## src/rtl/mc_inject_ctrl.sv

```systemverilog
// Injection controller for the bufferless multicast router: queues local send
// requests, normalises their headers and injects one flit per free pipeline slot.
module mc_inject_ctrl #(
  parameter int unsigned NUM_NODE      = 16,
  parameter int unsigned DST_WIDTH     = 4,
  parameter int unsigned LOCAL_ID      = 0,
  parameter int unsigned FIFO_DEPTH    = 4,
  parameter int unsigned SEQ_WIDTH     = 8,
  parameter int unsigned STARVE_THRESH = 15
) (
  input  logic                 clk,
  input  logic                 reset_n,
  input  logic                 req_valid,
  output logic                 req_ready,
  input  logic                 req_mc,
  input  logic [DST_WIDTH-1:0] req_dst,
  input  logic [NUM_NODE-1:0]  req_dstList,
  input  logic                 slot_free,
  output logic                 inj_valid,
  output logic                 inj_mc,
  output logic [DST_WIDTH-1:0] inj_dst,
  output logic [NUM_NODE-1:0]  inj_dstList,
  output logic [SEQ_WIDTH-1:0] inj_seq,
  output logic                 self_deliver,
  output logic                 starve_req
);

  localparam int unsigned PTR_W  = $clog2(FIFO_DEPTH);
  localparam int unsigned CNT_W  = PTR_W + 1;
  localparam int unsigned WAIT_W = $clog2(STARVE_THRESH + 1);

  typedef enum logic [1:0] {
    S_IDLE   = 2'd0,
    S_WAIT   = 2'd1,
    S_INJECT = 2'd2
  } state_t;

  state_t               state;
  logic                 fifo_mc   [FIFO_DEPTH];
  logic [DST_WIDTH-1:0] fifo_dst  [FIFO_DEPTH];
  logic [NUM_NODE-1:0]  fifo_list [FIFO_DEPTH];
  logic [PTR_W-1:0]     rd_ptr, wr_ptr;
  logic [CNT_W-1:0]     count, count_nxt;
  logic [WAIT_W-1:0]    wait_cnt, wait_nxt;
  logic [SEQ_WIDTH-1:0] seq_cnt;
  logic                 ready_q;

  logic [NUM_NODE-1:0]  local_mask, mc_list, norm_list;
  logic [DST_WIDTH-1:0] enc_dst, norm_dst;
  logic                 single, hit_local, enq_ok, norm_mc;
  logic                 full, empty, accept, push, pop, blocked;

  // Header normalisation: strip the local node, collapse single-target multicast.
  always_comb begin
    local_mask = NUM_NODE'(1) << LOCAL_ID;
    mc_list    = req_dstList & ~local_mask;
    single     = (mc_list != '0) && ((mc_list & (mc_list - NUM_NODE'(1))) == '0);
    enc_dst    = '0;
    for (int unsigned i = 0; i < NUM_NODE; i++) begin
      if (mc_list[i]) enc_dst = DST_WIDTH'(i);
    end
    if (req_mc) begin
      hit_local = |(req_dstList & local_mask);
      enq_ok    = (mc_list != '0);
      norm_mc   = !single;
      norm_dst  = single ? enc_dst : '0;
      norm_list = single ? '0 : mc_list;
    end else begin
      hit_local = (req_dst == DST_WIDTH'(LOCAL_ID));
      enq_ok    = !hit_local;
      norm_mc   = 1'b0;
      norm_dst  = req_dst;
      norm_list = '0;
    end
  end

  always_comb begin
    full      = (count == CNT_W'(FIFO_DEPTH));
    empty     = (count == '0);
    accept    = req_valid && !full;
    push      = accept && enq_ok;
    pop       = !empty && slot_free;
    blocked   = !empty && !slot_free;
    count_nxt = count + CNT_W'(push) - CNT_W'(pop);
    if (!blocked)
      wait_nxt = '0;
    else if (wait_cnt == WAIT_W'(STARVE_THRESH))
      wait_nxt = wait_cnt;
    else
      wait_nxt = wait_cnt + WAIT_W'(1);
  end

  // Queue storage carries no reset; occupancy is tracked by count.
  always_ff @(posedge clk) begin
    if (push) begin
      fifo_mc[wr_ptr]   <= norm_mc;
      fifo_dst[wr_ptr]  <= norm_dst;
      fifo_list[wr_ptr] <= norm_list;
    end
  end

  always_ff @(posedge clk or negedge reset_n) begin
    if (!reset_n) begin
      state        <= S_IDLE;
      rd_ptr       <= '0;
      wr_ptr       <= '0;
      count        <= '0;
      wait_cnt     <= '0;
      seq_cnt      <= '0;
      ready_q      <= 1'b0;
      self_deliver <= 1'b0;
      starve_req   <= 1'b0;
      inj_mc       <= 1'b0;
      inj_dst      <= '0;
      inj_dstList  <= '0;
      inj_seq      <= '0;
    end else begin
      count        <= count_nxt;
      wait_cnt     <= wait_nxt;
      ready_q      <= (count_nxt != CNT_W'(FIFO_DEPTH));
      self_deliver <= accept && hit_local;
      starve_req   <= (wait_nxt == WAIT_W'(STARVE_THRESH));
      if (push) wr_ptr <= wr_ptr + PTR_W'(1);
      if (pop) begin
        state       <= S_INJECT;
        rd_ptr      <= rd_ptr + PTR_W'(1);
        inj_mc      <= fifo_mc[rd_ptr];
        inj_dst     <= fifo_dst[rd_ptr];
        inj_dstList <= fifo_list[rd_ptr];
        inj_seq     <= seq_cnt;
        seq_cnt     <= seq_cnt + SEQ_WIDTH'(1);
      end else if (!empty) begin
        state <= S_WAIT;
      end else begin
        state <= S_IDLE;
      end
    end
  end

  assign inj_valid = (state == S_INJECT);
  assign req_ready = ready_q;

endmodule

```

## config.mk

```make
export PLATFORM = sky130hd
export DESIGN_NAME = mc_inject_ctrl
export DESIGN_NICKNAME = d
export VERILOG_FILES = /design/src/rtl/mc_inject_ctrl.sv
export SDC_FILE = /design/constraint.sdc
export NUM_CORES = 1
export LEC_CHECK = 0
export ABC_AREA = 1
export CAP_MARGIN = 20
export CORE_MARGIN = 2
export CORE_UTILIZATION = 50
export DETAILED_ROUTE_END_ITERATION = 12
export PLACE_DENSITY = 0.74
export SLEW_MARGIN = 20
export SYNTH_ARGS = -nofsm -noshare
export SYNTH_HDL_FRONTEND = slang
export SYNTH_SLANG_ARGS = --single-unit
```

## constraint.sdc

```tcl
create_clock -name clk -period 2.45 [get_ports clk]
set_input_delay 0.49 -clock clk [delete_from_list [all_inputs] [get_ports clk]]
set_output_delay 0.49 -clock clk [all_outputs]
set_load 0.005 [all_outputs]
```

# After elaboration in Yosys (flattened, before gate mapping)

Memory sizes are Yosys's and may differ from the RTL's. A register that Yosys moved wholly into a read port is not among the register bits.
Cells that the tools add are included.

Register bits after elaboration: 32
RAM bits: 84
Output and inout bits: 33
Memories: 3

Memory list:

| memory    | depth | width | rd ports | clocked after Yosys merged registers in | wr ports | RTL line | RTL |
|---|---|---|---|---|---|---|---|
| fifo_list | 4     | 16    | 1        | 1                                       | 1        | 41       | `logic [NUM_NODE-1:0] fifo_list [FIFO_DEPTH];` |
| fifo_dst  | 4     | 4     | 1        | 1                                       | 1        | 40       | `logic [DST_WIDTH-1:0] fifo_dst [FIFO_DEPTH];` |
| fifo_mc   | 4     | 1     | 1        | 1                                       | 1        | 39       | `logic fifo_mc [FIFO_DEPTH];` |

Add/subtract/negate cells: 7
Eq/ne operators: 5
Muxes and demuxes: 28
Bitwise gates (word level): 1
Reductions and logical operators: 18

Operators by type and width:

| operator                                                              | number |
|---|---|
| 4-bit 2-to-1 mux                                                      | 14 |
| 16-bit 2-to-1 mux                                                     | 2 |
| 16-bit bitwise AND                                                    | 1 |
| 16-bit zero test                                                      | 1 |
| 16-bit nonzero test                                                   | 1 |
| 16-bit by 1-bit subtractor with 16-bit output (second input constant) | 1 |
| 8-bit by 1-bit adder with 8-bit output (second input constant)        | 1 |
| 4-bit == test (second input constant)                                 | 2 |
| 1-bit zero test                                                       | 8 |
| 1-bit 2-to-1 mux                                                      | 7 |
| 1-bit logical AND                                                     | 6 |
| 2-bit 2-to-1 mux                                                      | 3 |
| 3-bit 2-to-1 mux                                                      | 2 |
| 2-bit by 1-bit adder with 2-bit output (second input constant)        | 2 |
| 4-bit by 1-bit adder with 4-bit output (second input constant)        | 1 |
| 4-bit zero test                                                       | 1 |
| 3-bit by 1-bit adder with 3-bit output                                | 1 |
| 3-bit == test (second input constant)                                 | 1 |
| 3-bit zero test                                                       | 1 |
| 3-bit != test (second input constant)                                 | 1 |
| 3-bit by 1-bit subtractor with 3-bit output                           | 1 |
| 2-bit == test (second input constant)                                 | 1 |

# Logic depth before layout (Yosys ltp)

Depth after elaboration: 17
Depth in mapped cells: 15

# Least setup slack after synthesis

No wires, ideal clock.

Kind: flip-flop to flip-flop
Start: reg count[1]
End: reg ready_q, in the netlist req_ready
Library setup time: 124 ps
Data arrival time: 2,417 ps
Data required time: 2,326 ps
Slack: -91 ps
Cell stages (with the launch flop): 14
Path buffers: 2
Clock period less this slack: 2,541 ps
Cells stage by stage: dfrtp_1 -> inv_1 -> nand3_1 -> nand2_1 -> inv_1 -> buf_2 -> buf_2 -> ha_1 -> inv_1 -> ha_1 -> fa_1 -> xnor2_1 -> xor2_1 -> nand2_1

Elaborated cells on any way between the ends: 10

RTL lines:

| what                                        | RTL line | RTL |
|---|---|---|
| start: declaration                          | 43       | `logic [CNT_W-1:0] count, count_nxt;` |
| start signal: assignment                    | 118      | `count <= count_nxt;` |
| 3-bit zero test                             | 79       | `empty = (count == '0);` |
| 1-bit zero test                             | -        |  |
| 1-bit logical AND                           | 82       | `pop = !empty && slot_free;` |
| via pop                                     | 51       | `logic full, empty, accept, push, pop, blocked;` |
| 3-bit by 1-bit subtractor with 3-bit output | 84       | `count_nxt = count + CNT_W'(push) - CNT_W'(pop);` |
| via count_nxt[2]                            | 43       |  |
| 3-bit != test                               | 120      | `ready_q <= (count_nxt != CNT_W'(FIFO_DEPTH));` |
| end signal: assignment                      | 120      |  |
| end: declaration                            | 46       | `logic ready_q;` |

The timed path passes the listed nets, and every way through them passes these cells.
A chain may end at the register's enable or synchronous reset.

# Final worst setup path

Start: in req_dstList[5]
End: reg ready_q, in the netlist req_ready

Word-level cells in the longest chain between the ends: 6

RTL lines:

| what                                        | RTL line | RTL |
|---|---|---|
| start: declaration                          | 17       | `input logic [NUM_NODE-1:0] req_dstList,` |
| 16-bit nonzero test                         | 64       | `enq_ok = (mc_list != '0);` |
| 1-bit 2-to-1 mux                            | 62       | `if (req_mc) begin` |
| 1-bit logical AND                           | 81       | `push = accept && enq_ok;` |
| 3-bit by 1-bit adder with 3-bit output      | 84       |  |
| 3-bit by 1-bit subtractor with 3-bit output | 84       |  |
| via count_nxt[2]                            | 43       |  |
| 3-bit != test                               | 120      |  |

The timed path passes the listed nets, and every way through them passes these cells.

==> impl_metrics.env <==
export IMPL_status="finished clean"
export IMPL_start_util_pct=51.80
export IMPL_finalSetupTns_ps=0
export IMPL_drive_gt1_share_pct=19.56
export IMPL_vias_per_cell=5.212
export IMPL_die_w_um=110.7
export IMPL_met2_usage_pct=37.14
export IMPL_clkSinkCount=132
export IMPL_tightest_slew_ps=645.2
export IMPL_antenna_cells=0
export IMPL_critPathLaunchType="input port"
export IMPL_grt_pass1_wl_mm=21.45
export IMPL_die_area_um2=12250
export IMPL_reg2reg_depth=10
export IMPL_max_slew_margin_pct=56.92
export IMPL_yosys_warnings=0
export IMPL_path_class="in2reg"
export IMPL_dp_hpwl_mm=8.486
export IMPL_ir_drop_mv=0.6222
export IMPL_p_leak_nw=3.120
export IMPL_use_met3_pct=5.631
export IMPL_reg2reg_to="req_ready"
export IMPL_crit_required_ps=2740
export IMPL_fmax_ghz=0.4138
export IMPL_crit_start="req_dstList[5]"
export IMPL_drtPass1Iterations=5
export IMPL_top_usage_layer="met2"
export IMPL_root_buffer="clkbuf_16"
export IMPL_place_congestion=0.9182
export IMPL_area_growth_pct=30.81
export IMPL_postLayoutCellArea_um2=7442
export IMPL_drv_slew=0
export IMPL_cp_end_kind="register"
export IMPL_postPlaceCellArea_um2=6690
export IMPL_std_cell_rows=38
export IMPL_syn_nets=584
export IMPL_synth_cell_types=31
export IMPL_clk_pin_slew_ps=60
export IMPL_seq_area_frac_synth_pct=65.10
export IMPL_ys_ff_latch=132
export IMPL_preCtsSetupSlack_ps=-652.1
export IMPL_ff2ff_setup_slack_ps=80
export IMPL_grt_usage_pct=22.36
export IMPL_wire_per_inst_um=15.92
export IMPL_avgSynthCellArea_um2=10.34
export IMPL_syn_area_um2=5689
export IMPL_htreeDepth=4
export IMPL_crit_arrival_ps=2710
export IMPL_insertion_delay_ps=410
export IMPL_clock_path_buffers=2
export IMPL_numCtsBuffers=17
export IMPL_use_met1_pct=28.27
export IMPL_hold_viol=0
export IMPL_netlist_instances=550
export IMPL_period_needed_ps=2417
export IMPL_numPortBuffers=56
export IMPL_power_density_nw_per_um2=1137
export IMPL_detail_route_antenna_nets=0
export IMPL_routed_wl_mm=12.98
export IMPL_cap_violations=0
export IMPL_die_h_um=110.7
export IMPL_core_um2=10980
export IMPL_boundaryPins=58
export IMPL_drcViolationCount=0
export IMPL_grt_max_degree=50
export IMPL_finClkSkew_ps=7.719
export IMPL_regToRegStartpoint="count[1]"
export IMPL_hold_class="in2async"
export IMPL_cts_tree="built"
export IMPL_path_max_fanout=2
export IMPL_timing_final_ws_setup_ps=33.47
export IMPL_gr_total_overflow=0
export IMPL_rsz0062_at_grt="yes"
export IMPL_grt_pass1_vias=4364
export IMPL_drtIter0Drc=376
export IMPL_dr_total_vias=4248
export IMPL_setup_viol=0
export IMPL_fin_nets=696
export IMPL_antenna_found_initial=0
export IMPL_period_share_pct=98.63
[cell usage after synthesis]
cell type    n  share of area (%)
a31oi_1     21                2.3
a21oi_1      9               0.79
inv_1       46                3.0
buf_4        1               0.13
conb_1       1              0.066
nor3_1       8               0.70
xor2_1      10                1.5
edfxtp_1    80                 42
and2_1       1               0.11
o21ai_0     45                4.0
a211oi_2     1               0.22
nor2_2      16                1.8
nor2_4       1               0.20
nor2_1     141                9.3
buf_2        3               0.26
nand2_4      1               0.20
inv_2        3               0.20
xnor2_1      2               0.31
buf_12       1               0.35
o21ai_1      5               0.44
fa_1         1               0.35
nand2_1     64                4.2
ha_1         8                1.8
o21ai_2      1               0.15
dfrtp_1     52                 23
nand3_2      3               0.53
clkbuf_1    13               0.86
o31ai_1      2               0.26
buf_1        3               0.20
nand3_1      6               0.53
a31o_2       1               0.15
[metrics by stage]
stage                     power [W]  std cells  hold WS (ps)  util (%)
final                      0.008465        815         462.8     67.76
after global routing       0.008964        815         475.0     67.76
after CTS                  0.008486        812         464.4     67.24
after detailed placement   0.005947        770         356.8     60.91
after global placement     0.005808        770         353.4     60.91
after floorplan            0.004768        550         194.4         -
[layout by cell type, fill, tap and decap left out, types with 3 or more instances in the layout]
cell type and instances:
a21oi_1 9, a31oi_1 21, buf_4 55, clkbuf_16 17, clkdlybuf4s50_1 43, clkinv_4 3
clkinvlp_4 4, dfrtp_1 52, dlygate4sd2_1 8, dlymetal6s2s_1 4, edfxtp_1 80, ha_1 7
inv_1 44, inv_2 5, inv_6 3, nand2_1 62, nand3_1 5, nand3_2 3
nor2_1 135, nor2_2 20, nor2_4 3, nor3_1 8, o21ai_0 45, o21ai_1 5
xor2_1 10
[sequential cells by signal (all words and copies together), names as in the netlist, 4 cells and up]
signal	flops
fifo_dst	16
seq_cnt	8
inj_dstList	15
inj_dst	4
inj_seq	8
fifo_mc	4
fifo_list	60
wait_cnt	4
[critical path, stage by stage]
cell and delay (ps):
clkdlybuf4s50_1 440, nor2_2 150, nand3_2 110, inv_2 90
nand3_4 80, o21ai_4 190, ha_4 140, inv_1 30
ha_1 190, fa_2 360, xnor2_2 180, xor2_1 190
nand2_1 80
[area by class of cell]
cell class	instances	area (um^2)
Fill cell	763	3541
Multi-Input combinational cell	348	1779
Timing Repair Buffer	114	1018
Sequential cell	132	3704
Clock buffer	17	425.4
Inverter	49	183.9
Tap cell	140	175.2
Clock inverter	15	156.4
[power by group]
part / total [W] / switching, W / internal (W)
registers: 0.00334 / 0.000299 / 0.00304
logic: 0.00266 / 0.00149 / 0.00117
clock network: 0.00247 / 0.000964 / 0.00150
total: 0.00846 / 0.00276 / 0.00571
[layer usage]
layer | vias up | wire, um
li1 | 2043 | -
met1 | 2020 | 5432
met2 | 161 | 6594
met3 | 24 | 707
met4 | 0 | 241
met5 | - | 0
[cell families after synthesis]
logic type	after synthesis	synth area share [%]
and+or+nand+nor	241	17.55
buffers and inverters	70	5.036
DFF	132	65.10
other	1	0.06591
AOI/OAI and AO/OA	85	8.291
adders and majority gates	9	2.111
xor gates and xnor gates	12	1.847
[worst max-delay path by stage]
| stage | endpoint | slack (ps) | depth (start not counted) |
|---|---|---|---|
| after floorplan | req_ready | 10 | 13 |
| after global placement | req_ready | -540 | 13 |
| after detailed placement | req_ready | -650 | 13 |
| after CTS | req_ready | 2 | 13 |
| after global routing | req_ready | -70 | 13 |
| final | req_ready | 30 | 13 |
[what timing repair did]
item	in CTS	in global routing
buffers inserted	9	3
endpoints found under the setup margin	2	6
gates resized for setup	18	10
endpoints found under the hold margin	6	0
hold buffers	1	0
pin swaps	13	10
Power figures use the tool's default switching activity.
